--- src/rtl/mem_subword_unit.sv ---
// Load/store unit for a word-wide BRAM without byte enables: sub-word stores are
// done as read-modify-write, sub-word loads are extracted and sign/zero-extended.
module mem_subword_unit #(
  parameter int ADDR_W = 14
) (
  input  logic              clk,
  input  logic              rst_n,
  input  logic              req_valid,
  output logic              req_ready,
  input  logic              req_we,
  input  logic [1:0]        req_size,
  input  logic              req_unsigned,
  input  logic [31:0]       req_addr,
  input  logic [31:0]       req_wdata,
  output logic              resp_valid,
  output logic [31:0]       resp_rdata,
  output logic              resp_err,
  output logic [ADDR_W-1:0] mem_addr,
  output logic              mem_we,
  output logic [31:0]       mem_wdata,
  input  logic [31:0]       mem_rdata
);

  typedef enum logic [2:0] {IDLE, RD, CAP, WR, RESP} state_t;

  state_t             state_q;
  logic               we_q;
  logic [1:0]         size_q;
  logic               uns_q;
  logic [ADDR_W+1:0]  addr_q;
  logic [31:0]        wdata_q;
  logic [31:0]        resp_rdata_q;
  logic               resp_err_q;
  logic               req_err;

  // Byte address bits above the BRAM range carry no meaning here.
  logic unused_addr_bits;
  assign unused_addr_bits = ^req_addr[31:ADDR_W+2];

  function automatic logic [31:0] load_extend(input logic [31:0] word,
                                              input logic [1:0]  size,
                                              input logic [1:0]  off,
                                              input logic        uns);
    logic [7:0]         b;
    logic [15:0]        h;
    logic signed [31:0] r;
    b = word[{off, 3'b000} +: 8];
    h = word[{off[1], 4'b0000} +: 16];
    case (size)
      2'b00:   r = uns ? {24'h0, b} : {{24{b[7]}}, b};
      2'b01:   r = uns ? {16'h0, h} : {{16{h[15]}}, h};
      default: r = word;
    endcase
    return r;
  endfunction

  function automatic logic [31:0] store_merge(input logic [31:0] word,
                                              input logic [31:0] wd,
                                              input logic [1:0]  size,
                                              input logic [1:0]  off);
    logic [31:0] r;
    r = word;
    case (size)
      2'b00:   r[{off, 3'b000} +: 8] = wd[7:0];
      2'b01:   r[{off[1], 4'b0000} +: 16] = wd[15:0];
      default: r = wd;
    endcase
    return r;
  endfunction

  always_comb begin
    req_err = 1'b0;
    case (req_size)
      2'b01:   req_err = req_addr[0];
      2'b10:   req_err = |req_addr[1:0];
      2'b11:   req_err = 1'b1;
      default: req_err = 1'b0;
    endcase
  end

  always_ff @(posedge clk) begin
    if (!rst_n) begin
      state_q      <= IDLE;
      we_q         <= 1'b0;
      size_q       <= 2'b00;
      uns_q        <= 1'b0;
      addr_q       <= '0;
      wdata_q      <= '0;
      resp_rdata_q <= '0;
      resp_err_q   <= 1'b0;
    end else begin
      case (state_q)
        IDLE: begin
          if (req_valid) begin
            we_q         <= req_we;
            size_q       <= req_size;
            uns_q        <= req_unsigned;
            addr_q       <= req_addr[ADDR_W+1:0];
            wdata_q      <= req_wdata;
            resp_rdata_q <= '0;
            resp_err_q   <= req_err;
            if (req_err)
              state_q <= RESP;
            else if (req_we && req_size == 2'b10)
              state_q <= WR;
            else
              state_q <= RD;
          end
        end
        RD:  state_q <= CAP;
        // mem_rdata belongs to the address presented during RD.
        CAP: begin
          if (we_q) begin
            wdata_q <= store_merge(mem_rdata, wdata_q, size_q, addr_q[1:0]);
            state_q <= WR;
          end else begin
            resp_rdata_q <= load_extend(mem_rdata, size_q, addr_q[1:0], uns_q);
            state_q      <= RESP;
          end
        end
        WR:      state_q <= RESP;
        RESP:    state_q <= IDLE;
        default: state_q <= IDLE;
      endcase
    end
  end

  // The write strobe is gated by rst_n so a reset in WR never reaches memory.
  assign mem_we     = (state_q == WR) && rst_n;
  assign mem_addr   = addr_q[ADDR_W+1:2];
  assign mem_wdata  = wdata_q;
  assign req_ready  = (state_q == IDLE) && rst_n;
  assign resp_valid = (state_q == RESP);
  assign resp_rdata = resp_rdata_q;
  assign resp_err   = resp_err_q;

endmodule

--- config.mk ---
export PLATFORM = sky130hd
export DESIGN_NAME = mem_subword_unit
export DESIGN_NICKNAME = d
export VERILOG_FILES = /design/src/rtl/mem_subword_unit.sv
export SDC_FILE = /design/constraint.sdc
export NUM_CORES = 1
export LEC_CHECK = 0
export ABC_AREA = 0
export CORE_MARGIN = 2
export CORE_UTILIZATION = 45
export DETAILED_ROUTE_END_ITERATION = 6
export GPL_ROUTABILITY_DRIVEN = 0
export HOLD_SLACK_MARGIN = 0.02
export PLACE_DENSITY = 0.86
export SYNTH_ARGS = -nofsm -noshare
export SYNTH_HDL_FRONTEND = slang
export SYNTH_SLANG_ARGS = --single-unit
--- constraint.sdc ---
create_clock -name clk -period 5.1 [get_ports clk]
set_clock_uncertainty 0.2 [all_clocks]
set_input_delay 0.51 -clock clk [delete_from_list [all_inputs] [get_ports clk]]
set_output_delay 0.51 -clock clk [all_outputs]
set_load 0.01 [all_outputs]
==> flow_summary.ini <==
[clock_tree]
clock_latency_ns = 0.36
post_cts_resized = 0
cts.sinks = 88
numCtsBuffers = 9
cts_hold_buf = 0
path_clk_slew_ns = 0.09
root_buffer = clkbuf_8
cts_tree = built
post_cts_buffers = 0
clk_path_buf_depth = 2
htree_levels = 3

[critical_path]
reg2reg_setup_slack_ns = 1.96
critPathLaunchType = register
cp-end-kind = register
cp.required_ns = 5.21
cp-startpoint = size_q[1]
critPathKind = reg2reg
crit_fanout = 35
worstPathArrival_ns = 3.24
r2r-start = size_q[1]

[run_status]
status = finished clean

[power_and_ir_drop]
power_frac_comb_pct = 24.1
total_power_mw = 1.710
pwr-share-clk_pct = 30.5
swShare_pct = 29.72
p_leak_nw = 2.232
seq_power_share_pct = 45.4
power.density_nw_per_um2 = 266.4
intPower_mw = 1.202
peakVddDrop_uv = 169.6
switching_power_uw = 508.2

[die]
core_area_um2 = 9864
die_w_um = 105.3
dieArea_um2 = 11080
die_y_um = 105.3
rows = 36
initial_core_util_pct = 46.79
io_pins = 185

[min_path]
min-delay-start = resp_rdata[14]
hold_path.class = reg2reg

[synth]
yosys_warnings = 0
yosysSeqAreaShare_pct = 38.17
synth_area_leaders = dfxtp_1, nand2_1, a21boi_0
synth_area_leader_cell = dfxtp_1
synth.top_cell.area_share_pct = 38.17
netlist_instances = 540
syn_area_um2 = 4616
synth_async_sr_flop_share_pct = 0
synth_edf_count = 0
ys_seq_elements = 88
avgSynthCellArea_um2 = 8.548
synth.net_count = 648
synth_most_common_cell = dfxtp_1
yosys-top-cells-count = dfxtp_1, nand2_1, clkbuf_1
synthDistinctLibCells = 48
ys.flop_type = dfxtp_1

[drt]
drc = 0
drtIter0Drc = 428
wl_per_cell_um = 19.50
vias = 4798
wirelength_um = 15640
viasPerCell = 5.983
ant_nets = 0
drt_pass1_iterations = 5

[timing]
min_period_ns = 3.136
final.setup.tns_ns = 0
layout_setup_ws_ns = 1.964
max_slew_margin_pct = 22.04
grt_setup_unrepaired = no
min_period_over_period_pct = 61.49
finalSetupViolations = 0
worst_pin_slew_ns = 1.169
final_hold_viol_count = 0
slew_violations = 0
max_freq_ghz = 0.3189

[global_route]
overflow = 0
grt_pass1_vias = 4745
grt_max_degree = 68
grt_util_all_layers_pct = 28.13
grt_pass1_wl_um = 24920
grt_antenna_before_repair = 0

[place]
io_buffers = 168
dpl.hpwl_um = 11160
pre_cts_slack_ns = 1.719

[layout]
layout.nets = 772
antenna_cells = 0
syn_to_final_growth_pct = 39.06
drive_gt1_share_pct = 4.783

[flow_run]
maxCapViolCount = 0
cell type report:
class | count | area (um^2)
Sequential cell | 88 | 1762
Multi-Input combinational cell | 387 | 2545
Clock buffer | 12 | 165.2
Fill cell | 810 | 3446
Inverter | 6 | 22.52
Clock inverter | 4 | 51.30
Tap cell | 133 | 166.4
Timing Repair Buffer | 172 | 1707
state kept, by name, summed over array words and instances (netlist names):
name and cells:
uns_q 1, mem_wdata 32, state_q 3, resp_rdata 32, resp_err 1, size_q 2, we_q 1, addr_q 16
worst max-delay path, stage by stage (launching register included):
cell      delay, ns
dfxtp_1        0.91
and3b_1        0.26
o21a_1         0.57
a21boi_0       0.34
nor2b_1        0.57
a32o_1         0.22
routing by layer:
metal  track usage [%]  wire length (um)  up-vias
met5                 0                 0        -
met4             10.48               471        0
met3             7.236              1689       41
met2             46.91              7383      257
met1             34.87              6090     2249
li1                  -                 -     2251
cell families after synthesis:
group                      synth area share, %
and+or+nand+nor                          19.00
buffers and inverters                    6.885
muxes                                    3.795
adders and majority gates                1.355
DFF                                      38.17
AOI/OAI and AO/OA                        30.79
metrics by stage:
step	hold WS, ns	cells	util (%)	area [um^2]
5_1_grt	0.2860	802	65.07	6419
3_3_place_gp	0.2391	786	62.87	6202
4_1_cts	0.2629	802	65.07	6419
3_5_place_dp	0.2432	786	62.87	6202
2_1_floorplan	0.2438	540	-	4616
6_report	0.2636	802	65.07	6419
cell usage in the layout (no fill, tap or decap), types with 16 or more instances in the layout:
cell type        Yosys  layout
clkdlybuf4s50_1      0     167
dfxtp_1             88      88
nand2_1             74      74
a21boi_0            28      28
nor2_1              26      26
a221oi_1            24      24
a21oi_1             24      24
nor2b_1             23      22
o21ai_0             18      18
a31oi_1             17      17
a221o_1             16      16
power by group through the flow:
stage / combinational [mW] / sequential (mW) / clock, mW
floorplan: 0.207 / 0.789 / 0
global placement: 0.394 / 0.789 / 0
detailed placement: 0.405 / 0.791 / 0
CTS: 0.409 / 0.775 / 0.523
global route: 0.444 / 0.783 / 0.550
finish: 0.412 / 0.777 / 0.521
final timing paths:
path,end,cells after the start
setup / recovery,mem_wdata[11],5
hold / removal,resp_rdata[14],2
setup reg to reg,mem_wdata[11],5
hold reg to reg,resp_rdata[14],2
Power figures use the tool's default switching activity.
